`config.mk`:
```
export PLATFORM = sky130hd
export DESIGN_NAME = video_sync_gen
export DESIGN_NICKNAME = d
export VERILOG_FILES = /design/src/rtl/video_sync_pkg.sv /design/src/rtl/video_sync_gen_axis.sv /design/src/rtl/video_sync_gen.sv
export SDC_FILE = /design/constraint.sdc
export NUM_CORES = 1
export LEC_CHECK = 0
export CAP_MARGIN = 10
export CORE_MARGIN = 4
export CORE_UTILIZATION = 40
export CTS_BUF_LIST = sky130_fd_sc_hd__clkbuf_4 sky130_fd_sc_hd__clkbuf_8 sky130_fd_sc_hd__clkbuf_16
export DETAILED_ROUTE_END_ITERATION = 10
export PLACE_DENSITY = 0.63
export SLEW_MARGIN = 20
export SYNTH_ARGS = -nofsm -noshare
export SYNTH_HDL_FRONTEND = slang
export SYNTH_HIERARCHICAL = 1
export SYNTH_SLANG_ARGS = --single-unit
```
`constraint.sdc`:
```
create_clock -name clk -period 5.3 [get_ports clk]
set_input_delay 1.06 -clock clk [delete_from_list [all_inputs] [get_ports clk]]
set_output_delay 1.06 -clock clk [all_outputs]
set_load 0.01 [all_outputs]
```
`src/rtl/video_sync_pkg.sv`:
```
// Shared types, phase encodings and default 640x480 timing for the raster sync generator.
// Latency: n/a (declarations only).
// Backpressure: n/a.
package video_sync_pkg;

  // Default 640x480@60 timing
  localparam int DEF_H_ACTIVE = 640;
  localparam int DEF_H_FP     = 16;
  localparam int DEF_H_SYNC   = 96;
  localparam int DEF_H_BP     = 48;
  localparam int DEF_V_ACTIVE = 480;
  localparam int DEF_V_FP     = 10;
  localparam int DEF_V_SYNC   = 2;
  localparam int DEF_V_BP     = 33;

  // Generic phase encoding used by the axis counter; matches both enums below
  localparam logic [1:0] AX_ACT = 2'd0;
  localparam logic [1:0] AX_FPO = 2'd1;
  localparam logic [1:0] AX_SYN = 2'd2;
  localparam logic [1:0] AX_BPO = 2'd3;

  typedef enum logic [1:0] {
    H_ACT = 2'd0,
    H_FPO = 2'd1,
    H_SYN = 2'd2,
    H_BPO = 2'd3
  } h_state_t;

  typedef enum logic [1:0] {
    V_ACT = 2'd0,
    V_FPO = 2'd1,
    V_SYN = 2'd2,
    V_BPO = 2'd3
  } v_state_t;

  // Map an asserted/deasserted sync onto the pin level for the given polarity
  function automatic logic sync_level(input logic active, input logic pol);
    return ~(active ^ pol);
  endfunction

endpackage

```
`src/rtl/video_sync_gen_axis.sv`:
```
// One raster axis: wrapping position counter plus the ACT/FPO/SYN/BPO phase register.
// Latency: count and phase update on the same edge as advance; tc is combinational.
// Backpressure: none; advances only when adv is high, otherwise holds.
module sync_axis_counter
  import video_sync_pkg::*;
#(
  parameter int W   = 11,
  parameter int ACT = DEF_H_ACTIVE,
  parameter int FP  = DEF_H_FP,
  parameter int SYN = DEF_H_SYNC,
  parameter int BP  = DEF_H_BP
) (
  input  logic         clk,
  input  logic         rst_n,
  input  logic         adv,
  input  logic [W-1:0] last,
  output logic [W-1:0] cnt,
  output logic [1:0]   phase,
  output logic         tc
);

  // Phase boundaries compared at W+1 bits so a boundary equal to 2^W cannot alias to 0
  localparam logic [W:0] E_FPO = (W+1)'(ACT);
  localparam logic [W:0] E_SYN = (W+1)'(ACT + FP);
  localparam logic [W:0] E_BPO = (W+1)'(ACT + FP + SYN);

  logic [W-1:0] cnt_nxt;
  logic         at_last;

  // Phase is a pure function of position; zero-width phases are skipped naturally.
  // Positions past the nominal total (interlace extra line) fall into BPO.
  function automatic logic [1:0] phase_of(input logic [W-1:0] c);
    logic [W:0] cx;
    cx = {1'b0, c};
    if (cx < E_FPO)      return AX_ACT;
    else if (cx < E_SYN) return AX_FPO;
    else if (cx < E_BPO) return AX_SYN;
    else                 return AX_BPO;
  endfunction

  assign at_last = (cnt == last);
  assign tc      = adv && at_last;
  assign cnt_nxt = at_last ? '0 : cnt + 1'b1;

  // Advance position and phase together so phase always describes cnt
  always_ff @(posedge clk or negedge rst_n) begin
    if (!rst_n) begin
      cnt   <= '0;
      phase <= phase_of('0);
    end else if (adv) begin
      cnt   <= cnt_nxt;
      phase <= phase_of(cnt_nxt);
    end
  end

endmodule

```
`src/rtl/video_sync_gen.sv`:
```
// Raster sync generator: h/v counters, syncs, blanking, clear strobes, optional 2:1 interlace.
// Latency: every output is a registered decode, one enabled cycle behind the internal counters.
// Backpressure: en low freezes all state; strobes drop to 0 while en is low.
module video_sync_gen
  import video_sync_pkg::*;
#(
  parameter int HW       = 11,
  parameter int VW       = 10,
  parameter int H_ACTIVE = DEF_H_ACTIVE,
  parameter int H_FP     = DEF_H_FP,
  parameter int H_SYNC   = DEF_H_SYNC,
  parameter int H_BP     = DEF_H_BP,
  parameter int V_ACTIVE = DEF_V_ACTIVE,
  parameter int V_FP     = DEF_V_FP,
  parameter int V_SYNC   = DEF_V_SYNC,
  parameter int V_BP     = DEF_V_BP,
  parameter bit SYNC_POL = 1'b0
) (
  input  logic          clk,
  input  logic          rst_n,
  input  logic          en,
  input  logic          interlace,
  output logic          hsync,
  output logic          vsync,
  output logic          csync,
  output logic          cblank,
  output logic          active,
  output logic          pclr,
  output logic          cclr,
  output logic          frame_start,
  output logic          field,
  output logic [HW-1:0] x,
  output logic [VW-1:0] y
);

  localparam int H_TOTAL = H_ACTIVE + H_FP + H_SYNC + H_BP;
  localparam int V_TOTAL = V_ACTIVE + V_FP + V_SYNC + V_BP;

  // The interlaced field needs one extra line, hence V_TOTAL+1 must fit
  if (H_TOTAL > (1 << HW)) begin : g_h_width_check
    $error("video_sync_gen: H_TOTAL does not fit in HW bits");
  end
  if (V_TOTAL + 1 > (1 << VW)) begin : g_v_width_check
    $error("video_sync_gen: V_TOTAL+1 does not fit in VW bits");
  end

  localparam logic [HW-1:0] H_LAST   = HW'(H_TOTAL - 1);
  localparam logic [HW-1:0] H_HALF   = HW'(H_TOTAL / 2);
  localparam logic [VW-1:0] V_LAST_P = VW'(V_TOTAL - 1);
  localparam logic [VW-1:0] V_LAST_I = VW'(V_TOTAL);
  localparam logic [VW-1:0] VS_START = VW'(V_ACTIVE + V_FP);
  localparam logic [VW-1:0] VS_END   = VW'(V_ACTIVE + V_FP + V_SYNC);
  localparam bit            HAS_VS   = (V_SYNC > 0);

  logic [HW-1:0] hcnt;
  logic [VW-1:0] vcnt;
  logic [1:0]    h_ph;
  logic [1:0]    v_ph;
  logic          h_tc;
  logic          v_tc;
  logic [VW-1:0] vlast;
  h_state_t      hstate;
  v_state_t      vstate;

  logic          ilace_q;
  logic          field_q;
  logic          odd_field;

  logic          hs_act;
  logic          vs_act;
  logic          visible;
  logic          at_origin;

  assign hstate    = h_state_t'(h_ph);
  assign vstate    = v_state_t'(v_ph);
  assign odd_field = field_q && ilace_q;
  assign vlast     = odd_field ? V_LAST_I : V_LAST_P;

  sync_axis_counter #(
    .W   (HW),
    .ACT (H_ACTIVE),
    .FP  (H_FP),
    .SYN (H_SYNC),
    .BP  (H_BP)
  ) u_hcnt (
    .clk   (clk),
    .rst_n (rst_n),
    .adv   (en),
    .last  (H_LAST),
    .cnt   (hcnt),
    .phase (h_ph),
    .tc    (h_tc)
  );

  // Vertical axis steps once per horizontal wrap
  sync_axis_counter #(
    .W   (VW),
    .ACT (V_ACTIVE),
    .FP  (V_FP),
    .SYN (V_SYNC),
    .BP  (V_BP)
  ) u_vcnt (
    .clk   (clk),
    .rst_n (rst_n),
    .adv   (h_tc),
    .last  (vlast),
    .cnt   (vcnt),
    .phase (v_ph),
    .tc    (v_tc)
  );

  // Interlace request and field parity only change at a field wrap
  always_ff @(posedge clk or negedge rst_n) begin
    if (!rst_n) begin
      ilace_q <= 1'b0;
      field_q <= 1'b0;
    end else if (v_tc) begin
      ilace_q <= interlace;
      field_q <= interlace ? ~field_q : 1'b0;
    end
  end

  // Decode sync/blank from current counter state; odd field shifts vsync by half a line
  always_comb begin
    hs_act    = (hstate == H_SYN);
    vs_act    = (vstate == V_SYN);
    visible   = (hstate == H_ACT) && (vstate == V_ACT);
    at_origin = (hcnt == '0) && (vcnt == '0);
    if (odd_field) begin
      vs_act = ((vstate == V_SYN) && !((vcnt == VS_START) && (hcnt < H_HALF))) ||
               (HAS_VS && (vcnt == VS_END) && (hcnt < H_HALF));
    end
  end

  // Register the decode; on disabled cycles hold levels and squash strobes
  always_ff @(posedge clk or negedge rst_n) begin
    if (!rst_n) begin
      hsync       <= ~SYNC_POL;
      vsync       <= ~SYNC_POL;
      csync       <= ~SYNC_POL;
      cblank      <= 1'b1;
      active      <= 1'b0;
      pclr        <= 1'b0;
      cclr        <= 1'b0;
      frame_start <= 1'b0;
      field       <= 1'b0;
      x           <= '0;
      y           <= '0;
    end else if (en) begin
      hsync       <= sync_level(hs_act, SYNC_POL);
      vsync       <= sync_level(vs_act, SYNC_POL);
      csync       <= sync_level(hs_act ^ vs_act, SYNC_POL);
      cblank      <= ~visible;
      active      <= visible;
      pclr        <= h_tc;
      cclr        <= v_tc;
      frame_start <= at_origin;
      field       <= field_q;
      x           <= hcnt;
      y           <= vcnt;
    end else begin
      pclr        <= 1'b0;
      cclr        <= 1'b0;
      frame_start <= 1'b0;
    end
  end

endmodule

```
### Word-level counts from Yosys, hierarchy flattened

Index checks and enable logic that the tools add are counted.

* muxes and demuxes: 14
* $add $sub $neg: 2
* equality and inequality tests: 6
* bitwise operators: 6
* order comparisons: 7
* reductions and logical operators: 14

Operators by type and width (count)
* 11-bit by 10-bit < comparator with 1-bit output (second input constant): 3
* 10-bit by 9-bit < comparator with 1-bit output (second input constant): 3
* 10-bit by 9-bit == test with 1-bit output (second input constant): 2
* 11-bit by 1-bit adder with 11-bit output (second input constant): 1
* 11-bit by 10-bit == test with 1-bit output (second input constant): 1
* 11-bit zero test: 1
* 11-bit by 9-bit < comparator with 1-bit output (second input constant): 1
* 11-bit two-way mux: 1
* 10-bit by 1-bit adder with 10-bit output (second input constant): 1
* 10-bit == test: 1
* 10-bit zero test: 1
* 10-bit two-way mux: 1
* 1-bit logical AND: 8
* 1-bit two-way mux: 8
* 2-bit two-way mux: 4
* 1-bit NOT: 5
* 2-bit == test (second input constant): 2
* 2-bit zero test: 2
* 1-bit zero test: 1
* 1-bit logical OR: 1
* 1-bit XOR: 1

* register bits: 57
* input bits: 4
* word-level logic and storage cells: 66
* output and inout bits: 30

### Logic depth before layout (Yosys ltp)

Gate-level depths: netlist of the first run.

* depth in word-level cells: 8
* depth in mapped cells: 8
* gate-level depth less buffers: 7

### By module

The synthesis of the first run kept the hierarchy.

Modules (own cells, without submodules)
* video_sync_gen: seq. area each 805.8 sq um, cells an instance 97, area each 1326.3 sq um, times used 1
* sync_axis_counter at u_hcnt: seq. area each 325.3 sq um, cells an instance 105, area each 953.4 sq um, times used 1
* sync_axis_counter at u_vcnt: seq. area each 300.3 sq um, cells an instance 107, area each 920.9 sq um, times used 1

### Worst setup path after synthesis of the first run

OpenSTA, ideal clock, no wires.

* path kind: input -> register
* start: input port en
* end: register u_vcnt.phase[1]
* path buffers: 0
* data arrival time: 2.302 ns
* data required time: 5.210 ns
* stages on the path: 6
* slack: 2.908 ns
* setup time: 0.090 ns
* path through: inv_1 > nor4_1 > inv_1 > a31oi_2 > nand4_1 > o221ai_1

* cells in the longest elaborated chain, start to end: 1

RTL lines
* from (decl): line video_sync_gen.sv:21 `input logic en,`
* 1-bit logical AND: line video_sync_gen_axis.sv:42 `assign tc = adv && at_last;`
* named net h_tc: line video_sync_gen.sv:59 `logic h_tc;`
* to (signal assigned): line video_sync_gen_axis.sv:49 `phase <= phase_of('0);`
* to (signal assigned): line video_sync_gen_axis.sv:52 `phase <= phase_of(cnt_nxt);`
* to (decl): line video_sync_gen_axis.sv:18 `output logic [1:0] phase,`

The timed path passes the listed nets, and every way through them passes these cells.
A chain may end at the register's enable or synchronous reset.

### Worst setup path in the final report of the first run

* start: input port en
* end: register u_vcnt.phase[0]

Same word-level chain as after synthesis.

==> results of run 1 <==
## worst reg2reg max path, delay by kind of cell (launching register included)
kind / cells / cell delay, ns
xor+xnor: 1 / 0.26
simple gates: 3 / 0.66
flops: 1 / 0.56
buf+inv: 2 / 0.34
compound gates: 2 / 0.64
## cell type report
class	count	area [um2]
tap	102	128
multi-input combinational	243	1690
clock buffer	10	138
timing repair buffer	36	348
sequential	57	1430
inverter	10	37.5
fill	726	3880
clock inverter	6	115
## cells in the final DEF (no fill, tap or decap), drive strengths merged, types with 6 or more instances in the layout
cell           count
dfrtp             53
clkdlybuf4s50     32
o21ai             25
mux2              24
conb              20
nand2             18
xor2              14
xnor2             13
nor2              12
nor3              12
inv               10
clkbuf            10
nand3             10
a21oi              8
and2               7
and3               7
nand4              7
a22o               6
## report_power, final
| group | switching, uW | total [uW] | leakage [uW] | internal, uW |
|---|---|---|---|---|
| sequential | 98.0 | 594 | 0.000711 | 496 |
| combinational | 117 | 266 | 0.000848 | 149 |
| clock | 190 | 516 | 0.000123 | 327 |
## through the flow
step                total power [uW]  setup WS (ns)  hold slack, ns  cells  utilization, %
global route                    1450           1.63           0.512    464            50.1
global placement                 863           1.62           0.479    448            46.8
floorplan                        756           2.91           0.470    327               -
finish                          1380           1.90           0.489    464            50.1
CTS                             1390           1.92           0.488    464            50.1
detailed placement               869           1.55           0.479    448            46.8
## logic make-up after synthesis
group / Yosys count / share of synthesized area, %
compound gates: 65 / 13.5
xor+xnor: 27 / 7.62
fa+ha+maj: 2 / 0.782
buf+inv: 27 / 4.50
flops: 57 / 44.7
mux: 27 / 9.38
other cells: 2 / 0.235
simple gates: 102 / 19.3
## per-layer routing
layer,global-route usage (%),vias to the layer above
met4,6.07,0
met3,3.88,8
met2,23.1,76
li1,-,1207
met5,0,-
met1,25.1,1167
## how the worst max path moves through the flow
stage | from | end | slack, ns | depth (start not counted)
floorplan | en | u_vcnt/phase[1] | 2.91 | 6
global placement | en | u_vcnt/phase[1] | 1.62 | 9
detailed placement | en | u_vcnt/phase[0] | 1.55 | 9
CTS | en | u_vcnt/phase[0] | 1.92 | 9
global route | en | u_vcnt/phase[0] | 1.63 | 9
finish | en | u_vcnt/phase[0] | 1.90 | 9
## flip-flops by register name (all words and copies together) (netlist names), 2 cells and up
register	cells
u_vcnt/phase	2
x	11
u_vcnt/cnt	10
u_hcnt/cnt	11
u_hcnt/phase	2
y	10
==> metrics.yaml, run 1 <==
yosys:
  synth_most_common_cell: "dfrtp_1"
  yosys_warnings: 6
  synth_seq_cells: 57
  ys.flop_type: "dfrtp_1"
  synthTopCellsByArea: "dfrtp_1 (41%), mux2_2 (8.4%), xor2_1 (3.8%)"
  synth_common_cells: "dfrtp_1 (53), mux2_2 (24), o21ai_0 (21), nand2_1 (18), xor2_1 (14)"
  synth_top_area_cell: "dfrtp_1"
  syn-cell-area_mm2: 0.00320
  syn_area_per_cell_um2: 10.4
  ys_seq_area_share_pct: 44.7
  synthCells: 309
  synth_edf_count: 0
  async_reset_ff_share_pct: 100
  yosysTopAreaCellShare_pct: 41.4
  ys_types: 58
worst_setup_path:
  rrSetupSlack_ns: 2.75
  r2r-start: "u_hcnt/cnt[5]"
  r2r_cells: 8
  critPathArrivalTime_ns: 3.65
  path_max_fanout: 40
  slowest_delay_ns: 0.45
  crit_required_ns: 5.55
  startpoint_type: "input port"
  endpoint_kind: "flip-flop"
  path_buf_inv: 5
  worstPathCellList: "clkdlybuf4s50_1 -> buf_4 -> inv_1 -> nor4_1 -> buf_4 -> inv_1 -> a31oi_2 -> nand4_1 -> o221ai_1"
  critical-path-top-delay-family: "buffers and inverters"
  crit_type: "in -> reg"
  critical-path-slowest-cell: "clkdlybuf4s50_1"
  regToRegEndpoint: "u_vcnt/phase[0]"
drt:
  drc: 0
  wirelength_mm: 7.54
  firstDrtPassIters: 5
  highest_layer: "met4"
  drt-met1-wl_mm: 3.58
  antenna_left: 0
  num_vias: 2458
  wl_per_cell_um: 16.3
  route.met2.wl_mm: 3.45
  met3WireLength_um: 430
  drtIter0Drc: 213
  via_per_inst: 5.30
floorplanning:
  ioPinCount: 34
  coreArea_mm2: 0.00777
  chipHeight_um: 97.5
  row_count: 32
  fp.dieArea_mm2: 0.00950
  die_x_um: 97.5
  start_util_pct: 41.2
sta:
  clock_skew_ns: 0.00570
  slew_violations: 0
  finalSetupViolations: 0
  maxSlewHeadroom_pct: 52.5
  rsz0062_at_grt: "no"
  post-route-min-period_ns: 3.40
  fmax_mhz: 294
  hold_viol: 0
  tightest_slew_ns: 0.713
  setup_tns_ns: 0
  min_period_over_period_pct: 64.2
power_and_ir_drop:
  leakagePower_uw: 0.00168
  irDropWorstVdd_uv: 154
  power.density_mw_per_mm2: 354
cts:
  post_cts_buffers: 0
  htreeDepth: 3
  ctsHoldBuffers: 0
  cts_tree: "yes"
  clk_root_buffer_cell: "clkbuf_8"
  clock-sinks: 57
  clock_latency_ns: 0.34
  cts_buffer_depth: 2
  clkTransAtPathRegs_ns: 0.07
  postCtsResizedCells: 0
  cts_buffers: 9
hold_path:
  holdPathStages: 2
  worstHoldStart: "csync"
  min_to: "csync"
  worstHoldPathType: "reg -> reg"
placement:
  gp_congestion: 0.883
  portBuffers: 33
  placed_cell_area_mm2: 0.00364
  hpwl_mm: 4.98
global_route:
  groute.usage.overall_pct: 16.6
  grt_pass1_wl_mm: 12.5
  grt.overflow.total: 0
  grt_max_degree: 58
  antenna_found_initial: 0
  grt_pass1_vias: 2317
layout:
  nNetsFinal: 363
  layout-drive-gt1-share_pct: 16.9
  final_area_mm2: 0.00389
  n_antenna_cell: 0
  area_growth_pct: 21.5
run_status:
  outcome: "completed"
run:
  cap_violations: 0
Power figures use the tool's default switching activity.
==> run 2: changes to the inputs <==
--- a/config.mk
+++ b/config.mk
@@ -10,7 +10,7 @@
 export CORE_UTILIZATION = 40
 export CTS_BUF_LIST = sky130_fd_sc_hd__clkbuf_4 sky130_fd_sc_hd__clkbuf_8 sky130_fd_sc_hd__clkbuf_16
 export DETAILED_ROUTE_END_ITERATION = 10
-export PLACE_DENSITY = 0.63
+export PLACE_DENSITY = 0.65
 export SLEW_MARGIN = 20
 export SYNTH_ARGS = -nofsm -noshare
 export SYNTH_HDL_FRONTEND = slang
==> constraint.sdc (replaced) <==
create_clock -name clk -period 2.8 [get_ports clk]
set_input_delay 0.56 -clock clk [delete_from_list [all_inputs] [get_ports clk]]
set_output_delay 0.56 -clock clk [all_outputs]
set_load 0.01 [all_outputs]
==> run 2 against run 1 <==
Against the previous run:
- cell area increased by 0.48%
- routed wire length decreased by 0.84%
- largest cell class unchanged
- clock skew increased by 0.0054 ns
- sequential share of layout area decreased by 0.18 points
- sequential power increased by 82%
- clock power increased by 54%
- via count increased by 2.5%
- first-iteration DRC count decreased by 9.4%
- register-to-register slack got worse by 2.3 ns
- combinational power increased by 120%
==> metrics.yaml, run 2 (same netlist as run 1, synthesis figures left out) <==
run_status:
  outcome: "completed"
layout:
  nNetsFinal: 370
  final_cells: 471
  top_regs: "u_hcnt/cnt (11), x (11)"
  n_antenna_cell: 0
  final_common_cell: "dfrtp_1"
  final.fill_count: 723
  layout_common_cells: "dfrtp_1 (53), clkdlybuf4s50_1 (32), mux2_2 (24)"
  layout-drive-gt1-share_pct: 18.4
  final_util_pct: 50.3
  area_growth_pct: 22.1
worst_setup_path:
  endpoint_kind: "flip-flop"
  crit_type: "reg -> reg"
  worstSetupStartpoint: "u_hcnt/cnt[5]"
  path_buf_inv: 0
  critical-path-slowest-cell: "dfrtp_1"
  path_depth: 6
  slowest_delay_ns: 0.54
  critical-path-top-delay-family: "simple AND/OR/NAND/NOR gates"
  crit_required_ns: 3.02
  r2r-start: "u_hcnt/cnt[5]"
  worstPathCellList: "xnor2_1 -> nand4_2 -> nor3_4 -> nand2b_1 -> nor2_1 -> a221o_1"
  endpoint: "u_hcnt/phase[1]"
  r2r_cells: 6
  regToRegEndpoint: "u_hcnt/phase[1]"
  path_max_fanout: 15
  rrSetupSlack_ns: 0.46
  startpoint_type: "flip-flop"
  critPathArrivalTime_ns: 2.56
sta:
  maxSlewHeadroom_pct: 66.1
  hold_viol: 0
  min_period_over_period_pct: 83.5
  fmax_mhz: 428
  clock_skew_ns: 0.0111
  post-route-min-period_ns: 2.34
  timing.hold.ws_ns: 0.188
  finalSetupViolations: 0
  setup_tns_ns: 0
  tightest_slew_ns: 0.509
  rsz0062_at_grt: "no"
  slew_violations: 0
placement:
  gp_congestion: 0.863
  dp_cells: 455
  portBuffers: 33
  hpwl_mm: 5.14
drt:
  wl_per_cell_um: 15.9
  drc: 0
  drtIter0Drc: 193
  wirelength_mm: 7.48
  via_per_inst: 5.35
  firstDrtPassIters: 4
  num_vias: 2519
  antenna_left: 0
global_route:
  grt_max_degree: 58
  groute.usage.overall_pct: 16.4
  grt.overflow.total: 0
  antenna_found_initial: 0
  grt_pass1_vias: 2398
  grt_pass1_wl_mm: 12.5
power_and_ir_drop:
  clockPowerShare_pct: 32.4
  power_uw: 2460
  p_seq_share_pct: 43.8
  power.density_mw_per_mm2: 628
  combPwrFrac_pct: 23.7
  leakagePower_uw: 0.00171
  p_switching_uw: 734
  switching_share_pct: 29.9
  irDropWorstVdd_uv: 283
  p_int_uw: 1720
run:
  cap_violations: 0
floorplanning:
  row_count: 32
  die_x_um: 97.5
  start_util_pct: 41.2
  chipHeight_um: 97.5
  fp.dieArea_mm2: 0.00950
  ioPinCount: 34
  coreArea_mm2: 0.00777
cts:
  cts_tree: "yes"
  ctsHoldBuffers: 0
  clock-sinks: 57
  clkTransAtPathRegs_ns: 0.07
  clk_root_buffer_cell: "clkbuf_8"
  htreeDepth: 3
  postCtsResizedCells: 0
  cts_buffer_depth: 2
  clock_latency_ns: 0.34
  post_cts_buffers: 0
  cts_buffers: 9
hold_path:
  worstHoldPathType: "in -> async"
## run 2: changes by cell type in the layout (fill, tap and decap cells not counted)
cell        before  now
buf_4            3    9
bufinv_16        3    1
clkbuf_4         0    2
clkinv_2         0    2
clkinv_4         2    0
buf_12           0    1
clkbuf_8        10   11
clkinvlp_4       1    0
## run 2: how the worst min path moves through the flow
stage	startpoint	end
after floorplan	rst_n	active
after global placement	csync	csync
after global routing	rst_n	u_hcnt/cnt[6]
after detailed placement	hsync	hsync
final	rst_n	u_hcnt/cnt[1]
after CTS	rst_n	u_hcnt/cnt[1]
## run 2: per-layer routing
metal | GRT usage (%) | wire length (um) | up-vias
met1 | 23.3 | 3440 | 1215
met5 | 0 | 0 | -
met4 | 4.26 | 53 | 0
met3 | 4.74 | 462 | 4
li1 | - | - | 1218
met2 | 24.5 | 3530 | 82
## run 2: stage by stage
step / setup WS [ns] / cell area [um2]
after global placement: 0.387 / 3700
after CTS: 0.493 / 3910
after detailed placement: 0.326 / 3700
after global routing: 0.312 / 3910
final: 0.462 / 3910
after floorplan: 0.833 / 3270
## run 2: power by group through the flow
stage               Sequential [uW]  Clock, uW  Combinational [uW]
floorplan                      1080          0                 357
global placement               1090          0                 576
detailed placement             1090          0                 582
CTS                            1080        820                 586
global route                   1100        854                 636
finish                         1080        797                 583
## run 2: final cells by class
type | count | area (um2) | share of cell area, %
multi-input combinational | 243 | 1690 | 43.3
sequential | 57 | 1430 | 36.6
timing repair buffer | 43 | 413 | 10.6
clock buffer | 13 | 166 | 4.26
tap | 102 | 128 | 3.27
clock inverter | 3 | 40.0 | 1.02
inverter | 10 | 37.5 | 0.960
==> run 3: changes to the inputs <==
==> constraint.sdc (replaced) <==
create_clock -name clk -period 2.1 [get_ports clk]
set_input_delay 0.42 -clock clk [delete_from_list [all_inputs] [get_ports clk]]
set_output_delay 0.42 -clock clk [all_outputs]
set_load 0.01 [all_outputs]
==> run 3 against run 2 <==
Against the previous run:
- flip-flop and latch count unchanged
- highest routed layer unchanged
- maximum frequency up 16%
- die area unchanged
==> metrics.yaml, run 3 (same netlist as run 1, synthesis figures left out) <==
drt:
  wl_per_cell_um: 15.8
  firstDrtPassIters: 4
  wirelength_mm: 7.86
  via_per_inst: 5.27
  num_vias: 2616
  antenna_left: 0
  drtIter0Drc: 128
  drc: 0
worst_setup_path:
  startpoint_type: "flip-flop"
  crit_required_ns: 2.34
  endpoint_kind: "flip-flop"
  worstPathCellList: "xnor2_2 -> nand3_2 -> nor4_2 -> buf_4 -> inv_1 -> a31oi_2 -> nand4_1 -> o221ai_1"
  critical-path-slowest-cell: "dfrtp_1"
  crit_type: "reg -> reg"
  critPathArrivalTime_ns: 2.26
  path_max_fanout: 7
  slowest_delay_ns: 0.48
floorplanning:
  coreArea_mm2: 0.00777
  row_count: 32
  chipHeight_um: 97.5
  start_util_pct: 41.2
  fp.dieArea_mm2: 0.00950
  ioPinCount: 34
  die_x_um: 97.5
sta:
  min_period_over_period_pct: 96.2
  setup_ws_ns: 0.0800
  fmax_mhz: 495
  slew_violations: 0
  finalSetupViolations: 0
  post-route-min-period_ns: 2.02
  hold_viol: 0
  clock_skew_ns: 0.00825
power_and_ir_drop:
  power.density_mw_per_mm2: 780
  leakagePower_uw: 0.00182
  irDropWorstVdd_uv: 406
cts:
  clkTransAtPathRegs_ns: 0.07
  clock-sinks: 57
  htreeDepth: 3
  cts_tree: "yes"
  clock_latency_ns: 0.34
  cts_buffers: 9
  cts_buffer_depth: 2
  post_cts_buffers: 0
  clk_root_buffer_cell: "clkbuf_8"
  ctsHoldBuffers: 0
layout:
  top_regs: "u_hcnt/cnt (11), x (11)"
  final.fill_count: 724
  final_util_pct: 52.5
  final_common_cell: "dfrtp_1"
  nNetsFinal: 395
  n_antenna_cell: 0
  layout-drive-gt1-share_pct: 24.6
  multiInputGateArea_mm2: 0.00171
  layout_common_cells: "dfrtp_1 (52), buf_4 (33), clkdlybuf4s50_1 (32)"
  area_growth_pct: 27.5
  final-seq-area_mm2: 0.00143
global_route:
  grt_pass1_wl_mm: 13.2
  antenna_found_initial: 0
  grt_max_degree: 58
  groute.usage.overall_pct: 17.4
  grt.overflow.total: 0
  grt_pass1_vias: 2561
run_status:
  outcome: "completed"
placement:
  gp_congestion: 0.892
  pre_cts_slack_ns: -0.0145
  portBuffers: 33
  hpwl_mm: 5.45
run:
  cap_violations: 0
hold_path:
  worstHoldPathType: "in -> async"
==> run 3: changes by cell type in the layout (fill, tap and decap cells not counted), sizes merged <==
cell | previous run | this run
clkinvlp | 0 | 2
clkinv | 2 | 4
clkbuf | 13 | 10
buf | 11 | 36
bufinv | 1 | 0
==> run 3: final timing paths <==
kind | from | end | slack [ns] | depth (start not counted)
setup / recovery | u_hcnt/cnt[6] | u_vcnt/phase[1] | 0.08 | 8
hold / removal | rst_n | u_hcnt/cnt[4] | 0.07 | 2
setup reg to reg | u_hcnt/cnt[6] | u_vcnt/phase[1] | 0.08 | 8
hold reg to reg | hsync | hsync | 0.50 | 2
max in group asynchronous | rst_n | cblank | 1.73 | 2
min in group clk | hsync | hsync | 0.50 | 2
==> run 3: critical path: cells and delay by family, from the launching register on <==
family,cells,cell delay [ns]
simple gates,3,0.58
flops,1,0.48
compound gates,2,0.42
buf+inv,2,0.24
xor+xnor,1,0.22
==> run 3: timing repair <==
action                                  in CTS  in global routing
endpoints found under the setup margin       0                  4
resized for setup                            0                  5
endpoints found under the hold margin        0                  0
==> run 3: where the power goes <==
part	total [uW]	switching (uW)	internal, uW
Sequential	1380	122	1260
Clock	893	461	432
Combinational	911	450	461
==> run 3: layer usage <==
layer  vias to the layer above  track usage, %  wire (um)
met5                         -               0          0
met4                         0            4.37         60
met3                         4            5.03        439
met2                        72            26.1       3630
met1                      1278            24.6       3730
li1                       1262               -          -
==> run 3: layout make-up <==
class	instances	share of cell area [%]
timing repair buffer	68	14.8
clock buffer	10	3.22
clock inverter	6	0.859
inverter	10	0.920
multi-input combinational	243	42.0
tap	102	3.13
sequential	57	35.1
==> run 3: per-stage QoR <==
step / setup TNS (ns) / cells / total power, uW / area (um2) / hold WS, ns
3_5_place_dp: -0.0220 / 480 / 2310 / 3890 / 0.450
3_3_place_gp: 0 / 480 / 2280 / 3890 / 0.443
6_report: 0 / 496 / 3180 / 4080 / 0.0684
2_1_floorplan: 0 / 327 / 1910 / 3270 / 0.124
5_1_grt: -0.000939 / 496 / 3370 / 4080 / 0.0850
4_1_cts: 0 / 496 / 3210 / 4060 / 0.0746
